==> src/rtl/slot_perst_pkg.sv <==
// Shared state encodings and default timing for the slot PERST# sequencer.
package slot_perst_pkg;

    typedef enum logic [2:0] {
        ST_IDLE   = 3'd0,
        ST_PWR_ON = 3'd1,
        ST_STABLE = 3'd2,
        ST_RUN    = 3'd3,
        ST_OFF    = 3'd4,
        ST_FAULT  = 3'd5
    } state_e;

    localparam int unsigned DEF_PWRGD_TIMEOUT = 200000;
    localparam int unsigned DEF_T_PVPERL      = 200000;
    localparam int unsigned DEF_T_OFF         = 2000;

    // Largest of three timing values; sizes the shared counter.
    function automatic int unsigned max3(input int unsigned a,
                                         input int unsigned b,
                                         input int unsigned c);
        int unsigned m;
        m = (a > b) ? a : b;
        return (m > c) ? m : c;
    endfunction

endpackage

==> src/rtl/slot_perst_seq_if.sv <==
// Platform-side control/status bundle of the slot sequencer.
interface slot_perst_seq_if;

    logic       iPwrReq;
    logic       iPerstIn_n;
    logic       iSlotPwrgd;
    logic       iForceOff;
    logic       oSlotPwrEn;
    logic       oPerst_n;
    logic       oFault;
    logic [2:0] oState;

    modport master (
        output iPwrReq, iPerstIn_n, iSlotPwrgd, iForceOff,
        input  oSlotPwrEn, oPerst_n, oFault, oState
    );

    modport slave (
        input  iPwrReq, iPerstIn_n, iSlotPwrgd, iForceOff,
        output oSlotPwrEn, oPerst_n, oFault, oState
    );

endinterface

==> src/rtl/slot_perst_seq_timer.sv <==
// Clearable, saturating cycle counter with a terminal-count compare.
module seq_timer #(
    parameter int unsigned WIDTH = 18
) (
    input  logic             clk,
    input  logic             rst_n,
    input  logic             clr,
    input  logic [WIDTH-1:0] tc,
    output logic             tc_hit
);

    logic [WIDTH-1:0] cnt_q;
    logic [WIDTH-1:0] cnt_d;

    // Next count: clear wins, otherwise count up and hold at all-ones.
    always_comb begin
        cnt_d = cnt_q;
        if (clr) begin
            cnt_d = '0;
        end else if (cnt_q != '1) begin
            cnt_d = cnt_q + 1'b1;
        end
    end

    // Count register with synchronous reset.
    always_ff @(posedge clk) begin
        if (!rst_n) begin
            cnt_q <= '0;
        end else begin
            cnt_q <= cnt_d;
        end
    end

    assign tc_hit = (cnt_q == tc);

endmodule

==> src/rtl/slot_perst_seq.sv <==
// Slot power / PERST# sequencer: power-good wait, PERST# hold-off,
// orderly power-down and sticky fault handling.
module slot_perst_seq
    import slot_perst_pkg::*;
#(
    parameter int unsigned PWRGD_TIMEOUT = DEF_PWRGD_TIMEOUT,
    parameter int unsigned T_PVPERL      = DEF_T_PVPERL,
    parameter int unsigned T_OFF         = DEF_T_OFF
) (
    input  logic           iClk,
    input  logic           iRst_n,
    slot_perst_seq_if.slave bus
);

    localparam int unsigned CNT_W = $clog2(max3(PWRGD_TIMEOUT, T_PVPERL, T_OFF) + 1);
    localparam logic [CNT_W-1:0] TC_PWRGD = CNT_W'(PWRGD_TIMEOUT - 1);
    localparam logic [CNT_W-1:0] TC_PVPERL = CNT_W'(T_PVPERL - 1);
    localparam logic [CNT_W-1:0] TC_OFF    = CNT_W'(T_OFF - 1);

    state_e           state_q, state_d;
    logic             pwr_en_q, pwr_en_d;
    logic             perst_n_q, perst_n_d;
    logic             fault_q, fault_d;
    logic [CNT_W-1:0] tc_sel;
    logic             tc_hit;
    logic             tmr_clr;
    logic             stop_req;

    assign stop_req = bus.iForceOff || !bus.iPwrReq;

    // Terminal count for the timed state currently occupied.
    always_comb begin
        tc_sel = '0;
        case (state_q)
            ST_PWR_ON: tc_sel = TC_PWRGD;
            ST_STABLE: tc_sel = TC_PVPERL;
            ST_OFF:    tc_sel = TC_OFF;
            default:   tc_sel = '0;
        endcase
    end

    seq_timer #(
        .WIDTH (CNT_W)
    ) u_timer (
        .clk    (iClk),
        .rst_n  (iRst_n),
        .clr    (tmr_clr),
        .tc     (tc_sel),
        .tc_hit (tc_hit)
    );

    // Next state, timer clear and next registered outputs.
    always_comb begin
        state_d = state_q;
        case (state_q)
            ST_IDLE:   if (bus.iPwrReq && !bus.iForceOff) state_d = ST_PWR_ON;
            ST_PWR_ON: begin
                if (stop_req)             state_d = ST_OFF;
                else if (bus.iSlotPwrgd)  state_d = ST_STABLE;
                else if (tc_hit)          state_d = ST_FAULT;
            end
            ST_STABLE: begin
                if (!bus.iSlotPwrgd)      state_d = ST_FAULT;
                else if (stop_req)        state_d = ST_OFF;
                else if (tc_hit)          state_d = ST_RUN;
            end
            ST_RUN: begin
                if (!bus.iSlotPwrgd)      state_d = ST_FAULT;
                else if (stop_req)        state_d = ST_OFF;
            end
            ST_OFF:    if (tc_hit) state_d = ST_IDLE;
            ST_FAULT:  if (!bus.iPwrReq && !bus.iForceOff) state_d = ST_IDLE;
            default:   state_d = ST_IDLE;
        endcase

        tmr_clr = (state_d != state_q) || (state_q == ST_IDLE);

        pwr_en_d  = (state_d == ST_PWR_ON) || (state_d == ST_STABLE) ||
                    (state_d == ST_RUN)    || (state_d == ST_OFF);
        // PERST# only passes through once RUN has been held for a cycle,
        // so it rises one cycle after RUN entry and drops with any exit.
        perst_n_d = (state_q == ST_RUN) && (state_d == ST_RUN) && bus.iPerstIn_n;
        fault_d   = (state_d == ST_FAULT);
    end

    // State and output registers with synchronous reset.
    always_ff @(posedge iClk) begin
        if (!iRst_n) begin
            state_q   <= ST_IDLE;
            pwr_en_q  <= 1'b0;
            perst_n_q <= 1'b0;
            fault_q   <= 1'b0;
        end else begin
            state_q   <= state_d;
            pwr_en_q  <= pwr_en_d;
            perst_n_q <= perst_n_d;
            fault_q   <= fault_d;
        end
    end

    assign bus.oSlotPwrEn = pwr_en_q;
    assign bus.oPerst_n   = perst_n_q;
    assign bus.oFault     = fault_q;
    assign bus.oState     = state_q;

endmodule

==> src/flat_wrapper.sv <==
// flat-port wrapper written by rule: the top's interface ports become plain ports
module slot_perst_seq_flat import slot_perst_pkg::*;
#(
    parameter int unsigned PWRGD_TIMEOUT = DEF_PWRGD_TIMEOUT,
    parameter int unsigned T_PVPERL      = DEF_T_PVPERL,
    parameter int unsigned T_OFF         = DEF_T_OFF
)
  (iClk, iRst_n, bus_iPwrReq, bus_iPerstIn_n, bus_iSlotPwrgd, bus_iForceOff, bus_oSlotPwrEn, bus_oPerst_n, bus_oFault, bus_oState);
  slot_perst_seq_if bus_i ();
  input  logic iClk;
  input  logic iRst_n;
  input wire logic [$bits(bus_i.iPwrReq)-1:0] bus_iPwrReq;
  input wire logic [$bits(bus_i.iPerstIn_n)-1:0] bus_iPerstIn_n;
  input wire logic [$bits(bus_i.iSlotPwrgd)-1:0] bus_iSlotPwrgd;
  input wire logic [$bits(bus_i.iForceOff)-1:0] bus_iForceOff;
  output wire logic [$bits(bus_i.oSlotPwrEn)-1:0] bus_oSlotPwrEn;
  output wire logic [$bits(bus_i.oPerst_n)-1:0] bus_oPerst_n;
  output wire logic [$bits(bus_i.oFault)-1:0] bus_oFault;
  output wire logic [$bits(bus_i.oState)-1:0] bus_oState;
  assign bus_i.iPwrReq = bus_iPwrReq;
  assign bus_i.iPerstIn_n = bus_iPerstIn_n;
  assign bus_i.iSlotPwrgd = bus_iSlotPwrgd;
  assign bus_i.iForceOff = bus_iForceOff;
  assign bus_oSlotPwrEn = bus_i.oSlotPwrEn;
  assign bus_oPerst_n = bus_i.oPerst_n;
  assign bus_oFault = bus_i.oFault;
  assign bus_oState = bus_i.oState;
  slot_perst_seq #(.PWRGD_TIMEOUT(PWRGD_TIMEOUT), .T_PVPERL(T_PVPERL), .T_OFF(T_OFF)) u_core (.iClk(iClk), .iRst_n(iRst_n), .bus(bus_i));
endmodule
==> config.mk <==
export PLATFORM = sky130hd
export DESIGN_NAME = slot_perst_seq_flat
export DESIGN_NICKNAME = d
export VERILOG_FILES = /design/src/rtl/slot_perst_pkg.sv /design/src/rtl/slot_perst_seq_if.sv /design/src/rtl/slot_perst_seq_timer.sv /design/src/rtl/slot_perst_seq.sv /design/src/flat_wrapper.sv
export SDC_FILE = /design/constraint.sdc
export NUM_CORES = 1
export LEC_CHECK = 0
export BUFFER_PORTS_ARGS = -buffer_cell sky130_fd_sc_hd__buf_2
export CORE_MARGIN = 5
export CORE_UTILIZATION = 52
export CTS_CLUSTER_SIZE = 14
export DETAILED_ROUTE_END_ITERATION = 10
export PLACE_DENSITY = 0.73
export REMOVE_ABC_BUFFERS = 1
export SLEW_MARGIN = 5
export SYNTH_ARGS = -nofsm -noshare
export SYNTH_HDL_FRONTEND = slang
export SYNTH_SLANG_ARGS = --single-unit
==> constraint.sdc <==
create_clock -name iClk -period 2.2 [get_ports iClk]
set_input_delay 0.22 -clock iClk [delete_from_list [all_inputs] [get_ports iClk]]
set_output_delay 0.22 -clock iClk [all_outputs]
set_load 0.01 [all_outputs]
# Yosys cells after proc, flatten, opt, wreduce, memory -nomap -nowiden

Cells that the tools add are included.

Add/sub/neg operators: 1
Bitwise gates (word level): 1
Multiplexer cells: 13
Reduce and logical (&&, ||, !) cells: 14
Equal/unequal tests: 13

Operators with widths:

| operator                | number |
|---|---|
| $pmux W18 S2            | 1 |
| $mux W3                 | 11 |
| $add A18 B1 Y18 const B | 1 |
| $eq A18 B18 Y1          | 1 |
| $ne A18 B18 Y1 const B  | 1 |
| $pmux W3 S6             | 1 |
| $eq A3 B2 Y1 const B    | 4 |
| $eq A3 B3 Y1 const B    | 4 |
| $eq A3 B1 Y1 const B    | 2 |
| $logic_or A1 B1 Y1      | 5 |
| $logic_and A1 B1 Y1     | 4 |
| $reduce_or A2 Y1        | 2 |
| $logic_not A3 Y1        | 1 |
| $ne A3 B3 Y1            | 1 |
| $logic_not A1 Y1        | 2 |
| $not A1 Y1              | 1 |

Output and inout port bits: 6
Input bits: 6
Bits in registers: 24

# Depth between registers and ports, before layout

Gate-level depths: netlist of run 1.

Depth in word-level cells: 12
Depth in mapped cells: 9

# Modules after synthesis

A second synthesis of run 1 with hierarchy kept.

Cell total of the unflattened synthesis: 196
Area total of the unflattened synthesis: 1,657.8 µm²

Modules (own cells, without submodules):

| module         | times used | sequential area each (µm²) | cells an instance | area an instance (µm²) |
|---|---|---|---|---|
| seq_timer      | 1          | 360.3                      | 141               | 1,202.4 |
| slot_perst_seq | 1          | 120.1                      | 55                | 455.4 |

# Worst setup path after synthesis of run 1

No wires, ideal clock.

Path kind: register to register
From: register u_core.u_timer.cnt_q[0]
To: register u_core.u_timer.cnt_q[2]
Period minus slack after synthesis: 2,161 ps
Path slack: 39 ps
Data required time: 2,136 ps
Buffers on the path: 1
Stages on the path, launching flop included: 9
Arrival: 2,097 ps
Library setup time: 64 ps
Cell sequence: dfxtp_1 -> or4_1 -> nor3_2 -> mux2i_1 -> nor4_2 -> mux2_4 -> a21o_4 -> buf_6 -> nor2_1

Longest elaborated chain between the ends: 8
Elaborated cells on any way between the ends: 14

Ends and longest elaborated chain:

| item                              | RTL line                                   | source |
|---|---|---|
| from (decl)                       | slot_perst_seq_timer.sv:12                 | `logic [WIDTH-1:0] cnt_q;` |
| from (signal assigned)            | slot_perst_seq_timer.sv:30                 | `cnt_q <= cnt_d;` |
| $eq A18 B18 Y1                    | slot_perst_seq_timer.sv:34                 | `assign tc_hit = (cnt_q == tc);` |
| $mux W3 (on tied branches)        | slot_perst_seq.sv:65, slot_perst_seq.sv:60 |  |
| $mux W3 (on tied branches)        | slot_perst_seq.sv:64, slot_perst_seq.sv:59 |  |
| $mux W3 (on tied branches)        | slot_perst_seq.sv:63, slot_perst_seq.sv:58 |  |
| $pmux W3 S6                       | slot_perst_seq.sv:55                       | `case (state_q)` |
| $ne A3 B3 Y1                      | slot_perst_seq.sv:76                       | `tmr_clr = (state_d != state_q) \|\| (state_q == ST_IDLE);` |
| $logic_or A1 B1 Y1                | slot_perst_seq.sv:76                       |  |
| $reduce_or A2 Y1 (no source line) | n/a                                        |  |

Parallel ways exist; a longest one is shown, timed or not.
A chain may end at the register's enable or synchronous reset.

# Worst setup path in the final report of run 1

From: register u_core.u_timer.cnt_q[0]
To: register u_core.u_timer.cnt_q[4]

Same word-level chain as after synthesis.

==> results.json, run 1 <==
{
  "count_of_input_and_output_buffers": 11,
  "floorplan.rows": 18,
  "cts_tree": "yes",
  "via_count": 1291,
  "tritoncts.num_buffers": 3,
  "viasPerCell": 5.738,
  "via_count_of_the_first_global_routing_pass": 1231,
  "hold_buf_count_cts": 0,
  "pre_cts_ws_ps": 28.46,
  "detailedRoute.firstPassIterationCount": 4,
  "endpoint_kind": "flop",
  "grt.overflow.total": 0,
  "postLayoutSetupSlackWorst_ps": 73.05,
  "period_utilization_pct": 96.68,
  "timing.hold.worst_path_depth": 3,
  "slew-limit-headroom_pct": 77.15,
  "final.setup_skew_ps": 6.335,
  "ff2ff_setup_slack_ps": 70,
  "proportion_of_layout_cells_with_a_drive_suffix_above_1_pct": 23.08,
  "clk_transition_reported_paths_ps": 130,
  "grt_antenna_before_repair": 0,
  "die_w_um": 61.31,
  "worstHoldStart": "bus_iPerstIn_n",
  "synthesis.area_per_instance_um2": 8.052,
  "power_density_nw_per_um2": 539.4,
  "routed_wire_length_per_instance_um": 13.58,
  "r2r-start": "u_core.u_timer.cnt_q[0]",
  "buffer_type_at_the_clock_tree_root": "sky130_fd_sc_hd__clkbuf_4",
  "critical_path.reg2reg.endpoint": "u_core.u_timer.cnt_q[4]",
  "netlist-cell-type-count": 40,
  "ys_async_sr_fraction_pct": 0,
  "hold_end": "u_core.bus.oPerst_n",
  "io-pin-count": 12,
  "areaGrowthSynthToFinish_pct": 18.74,
  "setup.worst_path.start_class": "flop",
  "slew_violations": 0,
  "grt_first_pass_wirelength_um": 5202,
  "placeableCoreArea_um2": 2500,
  "synth-edff-count": 0,
  "r2r.worst_path.cells": 7,
  "drv.max_cap_violation_count": 0,
  "cp_data_arrival_time_ps": 2370,
  "finalCriticalPeriod_ps": 2127,
  "cts-htree-levels": 1,
  "synth.ff_latch_count": 24,
  "place_hpwl_um": 2228,
  "initial_utilization_pct": 54.75,
  "ys.warnings.count": 0,
  "final_nets": 203,
  "maximum_resistive_drop_on_vdd_uv": 406.6,
  "setup_violations": 0,
  "later_pin_clock_latency_in_the_skew_report_ps": 310,
  "die_y_um": 61.31,
  "ctsLongestPathBuffers": 2,
  "die_area_um2": 3758,
  "dr.first_iter.drc_count": 126,
  "worst-slew-pin-transition_ps": 341.2,
  "cts_post_setup_buffers_inserted": 0,
  "largest_net_degree_at_the_start_of_global_routing": 15,
  "post_synth_instance_area_um2": 1369,
  "ant_nets": 0,
  "grt_util_all_layers_pct": 18.07,
  "syn_inst": 170,
  "sequential_element_share_of_the_synthesized_area_pct": 35.10,
  "status": "completed",
  "setup-tns-final_ps": 0,
  "leakage_nw": 0.6177,
  "num-fill-cells": 224,
  "inserted_diodes": 0,
  "remaining_drc_errors": 0,
  "setup.worst_path.class": "reg2reg",
  "hold_viol_final": 0,
  "gpl.final_weighted_congestion": 0.9497,
  "cts.sink_count": 24,
  "fmax_mhz": 470.2,
  "critPathMaxFanout": 7,
  "worst-endpoint-required_ps": 2440,
  "postSynth.topFlopCell": "sky130_fd_sc_hd__dfxtp_1",
  "worstHoldPathType": "in2reg",
  "finalWirelength_um": 3055
}
[layer usage]
metal | vias up | GRT usage, % | wire [µm]
met5 | - | 0 | 0
met3 | 4 | 3.354 | 172
met2 | 36 | 32.33 | 1487
met1 | 600 | 21.51 | 1365
li1 | 651 | - | -
met4 | 0 | 6.192 | 30
[flip-flops by register name, summed over array words and instances (netlist names)]
signal,cells
u_core.bus.oFault,1
u_core.bus.oPerst_n,1
u_core.bus.oSlotPwrEn,1
u_core.bus.oState,3
u_core.u_timer.cnt_q,18
[area by class of cell]
class	count	area [µm²]	share of cell area [%]
Multi-Input combinational cell	135	860.8	52.96
Clock inverter	1	30.03	1.848
Sequential cell	24	484.2	29.79
Inverter	6	22.52	1.386
Clock buffer	3	22.52	1.386
Timing Repair Buffer	26	167.7	10.32
Tap cell	30	37.54	2.309
[per-stage QoR]
step	hold WS [ps]	instance area (µm²)	utilization, %	total power [mW]	instances
floorplan	330.2	1329	-	0.5196	164
global placement	471.2	1534	61.36	0.5597	220
detailed placement	474.7	1534	61.36	0.5620	220
CTS	125.8	1595	63.81	0.8734	224
global route	111.0	1625	65.02	0.9198	225
finish	136.1	1625	65.02	0.8768	225
[where the power goes]
group / internal [mW] / total [mW] / switching (mW)
combinational: 0.0570 / 0.119 / 0.0623
sequential: 0.440 / 0.445 / 0.00494
clock: 0.184 / 0.312 / 0.128
total: 0.681 / 0.877 / 0.196
[cells in the final DEF, fill, tap and decap left out, drive strengths merged, types with 3 or more instances in the layout]
| cell type | netlist | final |
|---|---|---|
| xor2 | 6 | 6 |
| xnor2 | 8 | 8 |
| and3 | 3 | 3 |
| o21ai | 8 | 8 |
| a31oi | 3 | 3 |
| buf | 4 | 26 |
| clkbuf | 2 | 3 |
| nand2 | 6 | 6 |
| nor3 | 8 | 8 |
| inv | 6 | 6 |
| nor2b | 3 | 3 |
| mux2i | 3 | 3 |
| nor2 | 36 | 36 |
| nand3 | 8 | 8 |
| nor4 | 3 | 3 |
| dfxtp | 24 | 24 |
| nand2b | 3 | 3 |
| nand4 | 6 | 6 |
| a21oi | 8 | 8 |
[logic make-up after synthesis]
kind of cell             after synthesis  share of synthesized area, %
AND/OR/NAND/NOR                       84                         32.18
adder cells (fa/ha/maj)                1                        0.9139
AO/OA/AOI/OAI                         31                         14.99
multiplexers                           4                         3.290
buffers and inverters                 12                         4.570
XOR/XNOR                              14                         8.958
flip-flops                            24                         35.10
[worst max path at each step]
stage                             from  slack [ps]  cells after the start                      end
2_1_floorplan     u_core.bus.oState[2]         -20                      7  u_core.u_timer.cnt_q[4]
4_1_cts        u_core.u_timer.cnt_q[0]          -5                      7  u_core.u_timer.cnt_q[4]
3_3_place_gp   u_core.u_timer.cnt_q[0]          70                      7  u_core.u_timer.cnt_q[4]
5_1_grt        u_core.u_timer.cnt_q[0]       -0.09                      7  u_core.u_timer.cnt_q[4]
3_5_place_dp   u_core.u_timer.cnt_q[0]          30                      7  u_core.u_timer.cnt_q[4]
6_report       u_core.u_timer.cnt_q[0]          70                      7  u_core.u_timer.cnt_q[4]
[repair_timing]
item / 4_1_cts / 5_1_grt
pin swaps: 0 / 1
gates resized for setup: 2 / 6
setup endpoints to repair: 1 / 15
cloned: 0 / 1
[worst max-delay path, cell delays in order (launching register included)]
cell and delay [ps]:
sky130_fd_sc_hd__dfxtp_1 340, sky130_fd_sc_hd__or4_4 530, sky130_fd_sc_hd__nor3_2 130, sky130_fd_sc_hd__mux2i_2 110
sky130_fd_sc_hd__nor4_4 180, sky130_fd_sc_hd__mux2_4 350, sky130_fd_sc_hd__a21o_4 240, sky130_fd_sc_hd__nor3_2 170
[synth_stat cells (all sizes together), types with 2 or more instances]
cell type | count | area [µm²]
a211o | 2 | 17.52
a21oi | 8 | 40.04
a22oi | 2 | 15.01
a31oi | 3 | 18.77
and2 | 2 | 12.51
and3 | 3 | 18.77
buf | 4 | 32.53
clkbuf | 2 | 7.510
dfxtp | 24 | 480.5
inv | 6 | 22.52
mux2i | 3 | 30.03
nand2 | 6 | 22.52
nand2b | 3 | 26.27
nand3 | 8 | 40.04
nand4 | 6 | 37.54
nor2 | 36 | 137.6
nor2b | 3 | 18.77
nor3 | 8 | 45.04
nor4 | 3 | 31.28
o211ai | 2 | 15.01
o21a | 2 | 15.01
o21ai | 8 | 40.04
or4 | 2 | 15.01
xnor2 | 8 | 70.07
xor2 | 6 | 52.55
(Power assumes the default switching activity.)
==> run 2, diff against run 1 <==
--- a/config.mk
+++ b/config.mk
@@ -5,12 +5,13 @@
 export SDC_FILE = /design/constraint.sdc
 export NUM_CORES = 1
 export LEC_CHECK = 0
-export BUFFER_PORTS_ARGS = -buffer_cell sky130_fd_sc_hd__buf_2
+export BUFFER_PORTS_ARGS = -buffer_cell sky130_fd_sc_hd__buf_4
 export CORE_MARGIN = 5
-export CORE_UTILIZATION = 52
+export CORE_UTILIZATION = 55
+export CTS_BUF_LIST = sky130_fd_sc_hd__clkbuf_8
 export CTS_CLUSTER_SIZE = 14
 export DETAILED_ROUTE_END_ITERATION = 10
-export PLACE_DENSITY = 0.73
+export PLACE_DENSITY = 0.76
 export REMOVE_ABC_BUFFERS = 1
 export SLEW_MARGIN = 5
 export SYNTH_ARGS = -nofsm -noshare
==> run 2 against run 1 <==
Net effect:
- the run now ends with setup timing left
- first-iteration DRC count decreased by 39%
- count of clock-buffer cells in the layout up 1
- critical path depth unchanged
- sequential power is essentially flat
- fmax is 3.7% lower
- clock power is 4% lower
- sequential share of layout area down 0.96 points
- hold slack gained 57 ps
- cell count up 0.89%
- die area is 4.6% lower
- final area up 2.5%
- critical endpoint unchanged
- highest routed layer unchanged
==> results.json, run 2 (same netlist as run 1, synthesis figures left out) <==
{
  "io-pin-count": 12,
  "buffer_type_at_the_clock_tree_root": "sky130_fd_sc_hd__clkbuf_8",
  "grt_first_pass_wirelength_um": 5154,
  "die_w_um": 59.89,
  "leakage_nw": 0.6344,
  "final-seq-area_um2": 480.5,
  "power_density_nw_per_um2": 520.7,
  "grt_setup_unrepaired": "true",
  "finalCriticalPeriod_ps": 2209,
  "cts-htree-levels": 1,
  "viasPerCell": 5.833,
  "area_used_by_multi_input_combinational_logic_um2": 860.8,
  "final_nets": 205,
  "period_utilization_pct": 100.4,
  "slew-limit-headroom_pct": 76.64,
  "slew_violations": 0,
  "dr.first_iter.drc_count": 77,
  "failing_checks": "setup timing",
  "via_count_of_the_first_global_routing_pass": 1249,
  "largest_reg_flops": 18,
  "routed_wire_length_per_instance_um": 14.34,
  "total_power_mw": 0.8678,
  "grt_util_all_layers_pct": 18.55,
  "cts.sink_count": 24,
  "critical_path.reg2reg.endpoint": "u_core.u_timer.cnt_q[4]",
  "detailed_place.area_um2": 1569,
  "mostFrequentLayoutCell": "sky130_fd_sc_hd__nor2_1",
  "inserted_diodes": 0,
  "die_y_um": 59.89,
  "worstHoldPathType": "in2reg",
  "fmax_mhz": 452.7,
  "cts_tree": "yes",
  "worst-endpoint-required_ps": 2400,
  "place_hpwl_um": 2331,
  "largest_net_degree_at_the_start_of_global_routing": 15,
  "detailedRoute.firstPassIterationCount": 4,
  "die_area_um2": 3586,
  "regMostFlops": "u_core.u_timer.cnt_q",
  "setup_violations": 1,
  "later_pin_clock_latency_in_the_skew_report_ps": 260,
  "final_cell_mix": "sky130_fd_sc_hd__nor2_1, sky130_fd_sc_hd__buf_4, sky130_fd_sc_hd__dfxtp_1",
  "initial_utilization_pct": 56.28,
  "drv.max_cap_violation_count": 0,
  "status": "complete, but fails checks",
  "r2r-start": "u_core.u_timer.cnt_q[0]",
  "final.setup_skew_ps": 1.337,
  "gpl.final_weighted_congestion": 0.8382,
  "setup.worst_path.class": "reg2reg",
  "areaGrowthSynthToFinish_pct": 21.76,
  "ant_nets": 0,
  "postLayoutSetupSlackWorst_ps": -8.794,
  "clk_transition_reported_paths_ps": 90,
  "finalWirelength_um": 3256,
  "cp_data_arrival_time_ps": 2410,
  "r2r.worst_path.cells": 7,
  "remaining_drc_errors": 0,
  "count_of_input_and_output_buffers": 11,
  "floorplan.rows": 18,
  "worstHoldStart": "iRst_n",
  "proportion_of_layout_cells_with_a_drive_suffix_above_1_pct": 22.84,
  "ff2ff_setup_slack_ps": -9,
  "post-route-cell-area_um2": 1667,
  "via_count": 1324,
  "critPathMaxFanout": 7,
  "worst-slew-pin-transition_ps": 347.5,
  "grt.overflow.total": 0,
  "timing.hold.worst_path_depth": 3,
  "setup.worst_path.start_class": "flop",
  "grt_antenna_before_repair": 0,
  "hold_viol_final": 0,
  "setup-tns-final_ps": -8.794,
  "pre_cts_ws_ps": -19.43,
  "hold_end": "u_core.bus.oState[0]",
  "endpoint_kind": "flop",
  "maximum_resistive_drop_on_vdd_uv": 394.4,
  "ctsLongestPathBuffers": 2,
  "tritoncts.num_buffers": 3,
  "placeableCoreArea_um2": 2432,
  "num-fill-cells": 206
}
[run 2: worst max path at each step]
stage | startpoint | endpoint | depth (start not counted)
floorplan | u_core.bus.oState[2] | u_core.u_timer.cnt_q[4] | 7
global placement | u_core.u_timer.cnt_q[0] | u_core.u_timer.cnt_q[4] | 7
detailed placement | u_core.u_timer.cnt_q[0] | u_core.u_timer.cnt_q[4] | 7
CTS | u_core.u_timer.cnt_q[0] | u_core.u_timer.cnt_q[4] | 7
global route | u_core.u_timer.cnt_q[0] | u_core.u_timer.cnt_q[4] | 7
finish | u_core.u_timer.cnt_q[0] | u_core.u_timer.cnt_q[4] | 7
[run 2: critical path, cell delays in order, from the launching register on]
cell and delay [ps]:
sky130_fd_sc_hd__dfxtp_1 320, sky130_fd_sc_hd__or4_4 540, sky130_fd_sc_hd__nor3_4 120, sky130_fd_sc_hd__mux2i_1 110, sky130_fd_sc_hd__nor4_2 260, sky130_fd_sc_hd__mux2_4 380
sky130_fd_sc_hd__a21o_4 260, sky130_fd_sc_hd__nor3_2 160
[run 2: final cells by class]
class	instances	area share, %
inverters	6	1.351
repair buffers	28	12.61
multi-input cells	135	51.65
flip-flops and latches	24	28.83
well taps	30	2.252
clock buffers	4	3.303
[run 2: metal layers]
metal | vias up | routed length (µm) | GRT usage [%]
li1 | 655 | - | -
met1 | 623 | 1318 | 21.76
met2 | 42 | 1715 | 34.10
met3 | 4 | 192 | 2.592
met4 | 0 | 31 | 6.013
met5 | - | 0 | 0
[run 2: report_power, final]
group | switching (mW) | internal (mW)
Combinational | 0.0626 | 0.0612
Sequential | 0.00606 | 0.439
Clock | 0.139 | 0.160
[run 2: what timing repair did]
| item | in CTS | in global routing |
|---|---|---|
| cloned | 0 | 1 |
| setup endpoints to repair | 1 | 15 |
| gates resized for setup | 1 | 5 |
| buffers inserted | 0 | 1 |
| hold buffers | 0 | 0 |
| hold endpoints to repair | 0 | 0 |
[run 2: per-stage QoR]
| step | hold WS, ps | util [%] | std cells |
|---|---|---|---|
| 6_report | 192.7 | 68.52 | 227 |
| 5_1_grt | 207.6 | 68.52 | 227 |
| 4_1_cts | 189.4 | 66.98 | 225 |
| 3_5_place_dp | 462.2 | 64.51 | 221 |
| 3_3_place_gp | 458.1 | 64.51 | 221 |
| 2_1_floorplan | 330.2 | - | 164 |
==> run 3, diff against run 2 <==
--- a/config.mk
+++ b/config.mk
@@ -11,7 +11,7 @@
 export CTS_BUF_LIST = sky130_fd_sc_hd__clkbuf_8
 export CTS_CLUSTER_SIZE = 14
 export DETAILED_ROUTE_END_ITERATION = 10
-export PLACE_DENSITY = 0.76
+export PLACE_DENSITY = 0.73
 export REMOVE_ABC_BUFFERS = 1
 export SLEW_MARGIN = 5
 export SYNTH_ARGS = -nofsm -noshare
==> constraint.sdc (replaced) <==
create_clock -name iClk -period 2.8 [get_ports iClk]
set_input_delay 0.28 -clock iClk [delete_from_list [all_inputs] [get_ports iClk]]
set_output_delay 0.28 -clock iClk [all_outputs]
set_load 0.01 [all_outputs]
==> run 3 against run 2 <==
Net effect:
- the run now ends clean
- global-route usage down 2.2 points
- register-to-register slack better by 300 ps
- via count down 12%
- routed wire length down 20%
- setup slack better by 300 ps
- final area down 8.8%
- flip-flop and latch count unchanged
- combinational power down 44%
- critical endpoint unchanged
- largest power group unchanged
- highest routed layer unchanged
==> results.json, run 3 (same netlist as run 1, synthesis figures left out) <==
{
  "routed_wire_length_per_instance_um": 12.50,
  "slew_violations": 0,
  "areaGrowthSynthToFinish_pct": 11.06,
  "die_w_um": 59.89,
  "top_layer": "met4",
  "maximum_resistive_drop_on_vdd_uv": 516.9,
  "setup_violations": 0,
  "hold_buf_count_cts": 0,
  "final.setup_skew_ps": 4.520,
  "grt_util_all_layers_pct": 16.39,
  "setup.worst_path.class": "reg2reg",
  "gpl.final_weighted_congestion": 0.8085,
  "finalCriticalPeriod_ps": 2504,
  "detailroute.wirelength.met3_um": 123,
  "io-pin-count": 12,
  "period_utilization_pct": 89.44,
  "worstHoldPathType": "in2reg",
  "cts_resizes": 0,
  "floorplan.rows": 18,
  "clk_transition_reported_paths_ps": 80,
  "die_y_um": 59.89,
  "critical_path_depth": 7,
  "cts_post_setup_buffers_inserted": 0,
  "detailedRoute.firstPassIterationCount": 4,
  "final_core_utilization_pct": 62.50,
  "later_pin_clock_latency_in_the_skew_report_ps": 260,
  "remaining_drc_errors": 0,
  "initial_utilization_pct": 56.28,
  "power_density_nw_per_um2": 475.1,
  "endpoint_kind": "flop",
  "delay_of_the_slowest_cell_on_the_worst_path_ps": 700,
  "finalWirelength_um": 2613,
  "cts-htree-levels": 1,
  "final_nets": 187,
  "critPathTopFamily": "simple AND/OR/NAND/NOR gates",
  "cp_data_arrival_time_ps": 2690,
  "via_count": 1164,
  "dr_wl_met2_um": 1257,
  "grt_antenna_before_repair": 0,
  "tritoncts.num_buffers": 3,
  "worst_path_max_delay_cell": "sky130_fd_sc_hd__dfxtp_1",
  "buffer_type_at_the_clock_tree_root": "sky130_fd_sc_hd__clkbuf_8",
  "status": "completed",
  "ff2ff_setup_slack_ps": 300,
  "largest_net_degree_at_the_start_of_global_routing": 20,
  "drv.max_cap_violation_count": 0,
  "setup-tns-final_ps": 0,
  "inserted_diodes": 0,
  "setup.worst_path.start_class": "flop",
  "grt.overflow.total": 0,
  "worst-endpoint-required_ps": 2990,
  "grt_first_pass_wirelength_um": 4498,
  "ctsLongestPathBuffers": 2,
  "r2r.worst_path.cells": 7,
  "cts.sink_count": 24,
  "viasPerCell": 5.569,
  "grt_setup_unrepaired": "false",
  "final_cell_mix": "sky130_fd_sc_hd__nor2_1, sky130_fd_sc_hd__dfxtp_1, sky130_fd_sc_hd__buf_4",
  "worstPathBufferInverterCount": 0,
  "worst-slew-pin-transition_ps": 579.3,
  "via_count_of_the_first_global_routing_pass": 1086,
  "dr.first_iter.drc_count": 37,
  "placeableCoreArea_um2": 2432,
  "total_power_mw": 0.7222,
  "fmax_mhz": 399.3,
  "regMostFlops": "u_core.u_timer.cnt_q",
  "largest_reg_flops": 18,
  "mostFrequentLayoutCell": "sky130_fd_sc_hd__nor2_1",
  "cts_tree": "yes",
  "slew-limit-headroom_pct": 61.32,
  "count_of_input_and_output_buffers": 11,
  "proportion_of_layout_cells_with_a_drive_suffix_above_1_pct": 12.29,
  "leakage_nw": 0.5467,
  "hold_viol_final": 0,
  "ant_nets": 0,
  "critPathMaxFanout": 19,
  "timing.critical_path.cells": "nand2b_1 -> nor2_1 -> mux2i_1 -> nor4_2 -> mux2_4 -> a21o_4 -> nor3_1",
  "die_area_um2": 3586,
  "timing.hold.worst_path_depth": 3,
  "drt-met1-wl_um": 1207,
  "place_hpwl_um": 1932
}
-- run 3: changes by cell type in the layout (fill, tap and decap cells not counted), sizes merged --
cell and delta:
buf -17, a21o -1, bufinv +1, clkbuf -1
-- run 3: final cells by class --
cell class,instances,area (µm²)
Clock inverter,1,30.03
Timing Repair Buffer,11,82.58
Fill cell,226,912.1
Clock buffer,3,41.29
Multi-Input combinational cell,134,825.8
Tap cell,30,37.54
Inverter,6,22.52
Sequential cell,24,480.5
-- run 3: worst min-delay path, cell delays in order --
cell                       delay (ps)
sky130_fd_sc_hd__buf_4            100
sky130_fd_sc_hd__nand2b_4          60
sky130_fd_sc_hd__inv_1             40
-- run 3: power breakdown --
part / internal (mW) / switching [mW]
clock: 0.191 / 0.107
combinational: 0.0337 / 0.0361
sequential: 0.345 / 0.00898
total: 0.570 / 0.152
-- run 3: path summary, 6_finish.rpt --
check / start / end
max: u_core.bus.oState[2] / u_core.u_timer.cnt_q[4]
min: iRst_n / u_core.bus.oState[0]
max reg2reg: u_core.bus.oState[2] / u_core.u_timer.cnt_q[4]
min reg2reg: u_core.u_timer.cnt_q[14] / u_core.u_timer.cnt_q[14]
-- run 3: metrics by stage --
step,hold WS [ps],worst slack [ps],std cells,cell area (µm²)
after detailed placement,521.4,371.9,205,1449
after global placement,506.5,460.0,205,1449
after global routing,255.9,108.7,209,1520
after floorplan,390.2,576.1,164,1329
final,247.2,295.8,209,1520
after CTS,247.8,302.4,209,1520
-- run 3: per-layer routing --
| layer | vias up | track usage [%] |
|---|---|---|
| met1 | 523 | 19.29 |
| met4 | 0 | 7.911 |
| met3 | 4 | 3.672 |
| met2 | 23 | 27.78 |
| li1 | 614 | - |
| met5 | - | 0 |
